--- src/rtl/mem_port_arbiter.sv ---
// Arbiter sharing one memory port between instruction fetch and load/store.
// Define MEM_ARB_RR_EN for round-robin arbitration when both sides are pending.
module mem_port_arbiter #(
   parameter int TIMEOUT = 64,
   parameter int ADDR_W  = 32
) (
   input  logic              Clk,
   input  logic              Reset,
   input  logic              IReq,
   input  logic [ADDR_W-1:0] IAddr,
   output logic              IReady,
   output logic              IDataReady,
   output logic [31:0]       IData,
   input  logic              DReq,
   input  logic              DWe,
   input  logic [ADDR_W-1:0] DAddr,
   input  logic [31:0]       DWData,
   input  logic [3:0]        DBe,
   output logic              DReady,
   output logic              DDataReady,
   output logic [31:0]       DRData,
   output logic              MemExecute,
   output logic              MemWe,
   output logic [ADDR_W-1:0] MemAddr,
   output logic [31:0]       MemWData,
   output logic [3:0]        MemBe,
   input  logic              MemReady,
   input  logic              MemDataReady,
   input  logic [31:0]       MemRData,
   output logic [1:0]        Grant,
   output logic              Err,
   output logic [1:0]        dbg_state
);

   localparam logic [1:0] ST_IDLE    = 2'd0;
   localparam logic [1:0] ST_ISSUE   = 2'd1;
   localparam logic [1:0] ST_RD_WAIT = 2'd2;

   localparam int CNT_W = (TIMEOUT > 2) ? $clog2(TIMEOUT) : 1;
   // Read completes on the edge where the wait counter would reach TIMEOUT-1.
   localparam logic [CNT_W-1:0] CNT_LAST = CNT_W'(TIMEOUT - 2);

   logic [1:0]        state;
   logic              i_pending;
   logic              d_pending;
   logic [ADDR_W-1:0] i_addr_q;
   logic [ADDR_W-1:0] d_addr_q;
   logic              d_we_q;
   logic [31:0]       d_wdata_q;
   logic [3:0]        d_be_q;
   logic [CNT_W-1:0]  cnt;

   logic              i_cand;
   logic              d_cand;
   logic              pick_d;
   logic              rd_finish;
   logic [ADDR_W-1:0] i_addr_sel;
   logic [ADDR_W-1:0] d_addr_sel;
   logic              d_we_sel;
   logic [31:0]       d_wdata_sel;
   logic [3:0]        d_be_sel;
   logic [31:0]       rd_data;

`ifdef MEM_ARB_RR_EN
   logic              last_d;
`endif

   assign IReady    = ~i_pending;
   assign DReady    = ~d_pending;
   assign dbg_state = state;

   // A request pulse bypasses the pending latch so an idle port issues next cycle.
   always_comb begin
      i_cand      = i_pending | IReq;
      d_cand      = d_pending | DReq;
      i_addr_sel  = i_pending ? i_addr_q  : IAddr;
      d_addr_sel  = d_pending ? d_addr_q  : DAddr;
      d_we_sel    = d_pending ? d_we_q    : DWe;
      d_wdata_sel = d_pending ? d_wdata_q : DWData;
      d_be_sel    = d_pending ? d_be_q    : DBe;
`ifdef MEM_ARB_RR_EN
      pick_d      = d_cand & (~i_cand | ~last_d);
`else
      pick_d      = d_cand;
`endif
      rd_finish   = (state == ST_RD_WAIT) && (MemDataReady || (cnt == CNT_LAST));
      rd_data     = MemDataReady ? MemRData : 32'h0000_0000;
   end

   always_ff @(posedge Clk or posedge Reset) begin
      if (Reset) begin
         state      <= ST_IDLE;
         i_pending  <= 1'b0;
         d_pending  <= 1'b0;
         i_addr_q   <= '0;
         d_addr_q   <= '0;
         d_we_q     <= 1'b0;
         d_wdata_q  <= '0;
         d_be_q     <= '0;
         cnt        <= '0;
         MemExecute <= 1'b0;
         MemWe      <= 1'b0;
         MemAddr    <= '0;
         MemWData   <= '0;
         MemBe      <= '0;
         Grant      <= '0;
         IDataReady <= 1'b0;
         IData      <= '0;
         DDataReady <= 1'b0;
         DRData     <= '0;
         Err        <= 1'b0;
`ifdef MEM_ARB_RR_EN
         last_d     <= 1'b0;
`endif
      end else begin
         MemExecute <= 1'b0;
         IDataReady <= 1'b0;
         DDataReady <= 1'b0;
         Err        <= 1'b0;

         if (IReq && !i_pending) begin
            i_pending <= 1'b1;
            i_addr_q  <= IAddr;
         end
         if (DReq && !d_pending) begin
            d_pending <= 1'b1;
            d_addr_q  <= DAddr;
            d_we_q    <= DWe;
            d_wdata_q <= DWData;
            d_be_q    <= DBe;
         end

         case (state)
            ST_IDLE: begin
               if (MemReady && (i_cand || d_cand)) begin
                  state      <= ST_ISSUE;
                  MemExecute <= 1'b1;
                  if (pick_d) begin
                     MemWe    <= d_we_sel;
                     MemAddr  <= d_addr_sel;
                     MemWData <= d_wdata_sel;
                     MemBe    <= d_be_sel;
                     Grant    <= 2'b10;
                  end else begin
                     MemWe    <= 1'b0;
                     MemAddr  <= i_addr_sel;
                     MemWData <= '0;
                     MemBe    <= 4'hF;
                     Grant    <= 2'b01;
                  end
`ifdef MEM_ARB_RR_EN
                  last_d <= pick_d;
`endif
               end
            end
            ST_ISSUE: begin
               // Only a data-side store has MemWe set; it finishes here.
               if (MemWe) begin
                  d_pending <= 1'b0;
                  Grant     <= '0;
                  state     <= ST_IDLE;
               end else begin
                  cnt   <= '0;
                  state <= ST_RD_WAIT;
               end
            end
            ST_RD_WAIT: begin
               if (rd_finish) begin
                  if (Grant[1]) begin
                     DRData     <= rd_data;
                     DDataReady <= 1'b1;
                     d_pending  <= 1'b0;
                  end else begin
                     IData      <= rd_data;
                     IDataReady <= 1'b1;
                     i_pending  <= 1'b0;
                  end
                  Err   <= ~MemDataReady;
                  Grant <= '0;
                  state <= ST_IDLE;
               end else begin
                  cnt <= cnt + CNT_W'(1);
               end
            end
            default: begin
               Grant <= '0;
               state <= ST_IDLE;
            end
         endcase
      end
   end

endmodule

--- config.mk ---
export PLATFORM = sky130hd
export DESIGN_NAME = mem_port_arbiter
export DESIGN_NICKNAME = d
export VERILOG_FILES = /design/src/rtl/mem_port_arbiter.sv
export SDC_FILE = /design/constraint.sdc
export NUM_CORES = 1
export LEC_CHECK = 0
export CAP_MARGIN = 10
export CORE_MARGIN = 1
export CORE_UTILIZATION = 53
export DETAILED_ROUTE_END_ITERATION = 10
export PLACE_DENSITY = 0.86
export SLEW_MARGIN = 20
export SYNTH_ARGS = -nofsm -noshare
export SYNTH_HDL_FRONTEND = slang
export SYNTH_SLANG_ARGS = --single-unit
--- constraint.sdc ---
create_clock -name Clk -period 13.2 [get_ports Clk]
set_clock_uncertainty 0.05 [all_clocks]
set_input_delay 2.64 -clock Clk [delete_from_list [all_inputs] [get_ports Clk]]
set_output_delay 2.64 -clock Clk [all_outputs]
set_load 0.01 [all_outputs]
==> impl_metrics.csv <==
group,metric,value,unit
worst_setup_path,cp.required,10.51,ns
final_layout,stdcell_count,1544,
final_layout,final_nets,1405,
clocking,cts_max_path_buffers,3,
sta,tightest_slew,1.036,ns
synthesis,async_reset_ff_share,100.0,%
hold_path,hold_start,"d_addr_q[7]$_DFFE_PP0P_",
worst_setup_path,r2r_setup_slack,10.51,ns
clocking,htreeDepth,1,
final_layout,layout_common_cells,"nand2_1, clkdlybuf4s50_1, dfrtp_1",
route,wl_met3,2.319,mm
synthesis,synth.avg_cell_area,10.59,µm²
sta,max_freq,194.1,MHz
worst_setup_path,rr_worst_depth,7,
route,wl,28.56,mm
final_layout,syn_to_final_growth,35.36,%
worst_setup_path,startpoint_type,"flip-flop",
global_routing,gr-usage-all-layers,27.57,%
sta,layout_setup_ws,8.048,ns
hold_path,min_path_type,"flip-flop to flip-flop",
sta,slew_viol_final,0,
route,post-route-drc-count,0,
sta,slew_headroom,30.78,%
clocking,cts_setup_buffers,0,
clocking,cts.clk_slew.worst_paths,0.06,ns
floorplan,top_level_ports,282,
placement,hpwl,18.29,mm
worst_setup_path,reg2reg_to,"MemBe[2]$_DFFE_PP0P_",
route,drt-initial-drc-count,471,
worst_setup_path,crit_path_end_kind,"output port",
synthesis,seq_area_frac_synth,58.70,%
synthesis,ys_warn_count,0,
floorplan,core_area,19590,µm²
global_routing,grt_pass1_wl,44.18,mm
sta,finalCritPeriodShare,39.03,%
sta,layout_min_cycle_time,5.152,ns
final_layout,drive_gt1_share,8.059,%
clocking,root_buffer,"clkbuf_16",
synthesis,synth_top_flop_cell,"dfrtp_1",
placement,place_congestion,0.8130,
power,ir_drop,0.1545,mV
clocking,insertion_delay,0.53,ns
hold_path,holdPathStages,2,
global_routing,antenna_found_initial,1,
floorplan,die_y,143.8,µm
final_layout,nFillCells,1341,
placement,post-place-ws,7.653,ns
clocking,cts_resized,0,
floorplan,fp-row-count,51,
synthesis,ys_types,45,
route,post_drt_wl_per_cell,18.50,µm
power,power.density,235.9,nW/µm²
synthesis,synth_cells,1006,
floorplan,dieArea,20680,µm²
placement,dp_cells,1497,
clocking,cts_tree,"built",
placement,port_buffers,281,
flow_run,drv_cap,0,
worst_setup_path,cp_data_arrival_time,2.46,ns
clocking,numCtsBuffers,26,
synthesis,synth_nets,1151,
sta,setup-tns-final,0,ns
route,viasPerCell,5.507,
route,wl_met2,14.37,mm
synthesis,synth_area,10660,µm²
route,vias,8503,
floorplan,die_x,143.8,µm
worst_setup_path,critPathKind,"flip-flop to output port",
route,met1_length,11.28,mm
clocking,clkSinkCount,250,
sta,hold_viol,0,
route,top_layer,"met4",
route,drt_pass1_iterations,5,
final_layout,final_core_util,73.64,%
final_layout,final_common_cell,"nand2_1",
power,leakage,6.763,nW
synthesis,synth_edf_count,0,
sta,rsz0062_at_grt,"no",
global_routing,grt_start_max_net_pins,117,
clocking,postCtsHoldBufs,0,
floorplan,initial_utilization,54.40,%
run_status,status,"completed",
sta,setup_violations,0,
hold_path,holdPathEnd,"d_addr_q[7]$_DFFE_PP0P_",
route,drtAntennaViolNets,0,
global_routing,grt.overflow.total,0,
worst_setup_path,r2r-start,"d_pending$_DFF_PP0_",
synthesis,ys_ff_latch,250,
global_routing,grt_pass1_vias,8464,
worst_setup_path,cp_max_fo,38,
layout make-up:
type | instances | area, µm² | share of cell area, %
Clock buffer | 32 | 724.4 | 5.022
Multi-Input combinational cell | 678 | 3966 | 27.49
Tap cell | 265 | 331.6 | 2.298
Timing Repair Buffer | 292 | 2890 | 20.03
Inverter | 12 | 52.55 | 0.3643
Sequential cell | 250 | 6257 | 43.37
Antenna cell | 1 | 2.502 | 0.01735
Clock inverter | 14 | 201.4 | 1.396
worst max path at each step:
| stage | startpoint | endpoint | slack (ns) | depth (start not counted) |
|---|---|---|---|---|
| 2_1_floorplan | Reset | DDataReady$_DFF_PP0_ | 3.64 | 1 |
| 3_3_place_gp | Reset | MemAddr[3]$_DFFE_PP0P_ | 7.69 | 4 |
| 3_5_place_dp | Reset | MemWData[22]$_DFFE_PP0P_ | 7.65 | 4 |
| 4_1_cts | d_pending$_DFF_PP0_ | DReady | 8.01 | 4 |
| 5_1_grt | Reset | d_wdata_q[22]$_DFFE_PP0P_ | 7.83 | 4 |
| 6_report | d_pending$_DFF_PP0_ | DReady | 8.05 | 4 |
logic make-up (layout without fill, tap and decap cells):
group / count (synthesis) / in the layout / share of synthesized area (%)
mux: 98 / 98 / 9.591
compound gates: 196 / 196 / 12.74
flops: 250 / 250 / 58.70
buf+inv: 78 / 350 / 4.203
simple gates: 378 / 378 / 14.06
fa+ha+maj: 6 / 6 / 0.7044
other cells: 0 / 1 / 0
per-stage QoR:
| stage | hold slack (ns) | total power, W | area, µm² |
|---|---|---|---|
| global placement | 0.4060 | 0.002552 | 13500 |
| floorplan | 0.3950 | 0.002010 | 10660 |
| global route | 0.4451 | 0.003599 | 14420 |
| finish | 0.4234 | 0.003403 | 14430 |
| CTS | 0.4252 | 0.003426 | 14420 |
| detailed placement | 0.4115 | 0.002612 | 13500 |
routing by layer:
metal  GRT usage (%)  vias up
met1           33.78     4183
li1                -     3946
met5               0        -
met2           48.88      323
met3           6.131       51
met4           7.503        0
state kept, by name, summed over array words and instances, names as in the netlist:
name and flops:
i_pending 1, DDataReady 1, cnt 6, MemBe 4
DRData 32, Err 1, d_pending 1, Grant 2
MemWe 1, MemExecute 1, MemWData 32, d_we_q 1
d_wdata_q 32, IData 32, MemAddr 32, i_addr_q 32
d_be_q 4, IDataReady 1, dbg_state 2, d_addr_q 32
cells in the mapped netlist (all sizes together), types with 3 or more instances:
cell | count | area [µm²]
a22o | 66 | 578.1
inv | 12 | 45.04
a31oi | 27 | 168.9
mux2 | 33 | 371.6
mux2i | 65 | 650.6
ha | 6 | 75.07
dfrtp | 250 | 6256
nor2b | 3 | 21.27
nor2 | 48 | 187.7
a221oi | 7 | 61.31
o21ai | 73 | 369.1
buf | 50 | 339.1
nand2 | 312 | 1171
clkbuf | 16 | 63.81
a22oi | 3 | 22.52
nand3 | 6 | 55.05
a21oi | 3 | 15.01
o22ai | 4 | 25.02
power breakdown:
part / internal [W] / switching (W) / total (W) / leakage, nW
registers: 0.00111 / 0.000205 / 0.00132 / 3.10
clock network: 0.000487 / 0.000305 / 0.000792 / 0.465
logic: 0.000671 / 0.000625 / 0.00130 / 3.20
worst max-delay path: stages (launching register included):
cell	delay [ns]
dfrtp_1	0.36
buf_4	0.25
inv_2	0.08
buf_4	0.54
clkdlybuf4s50_1	0.68
No activity file was read; power rests on OpenSTA's default activity.
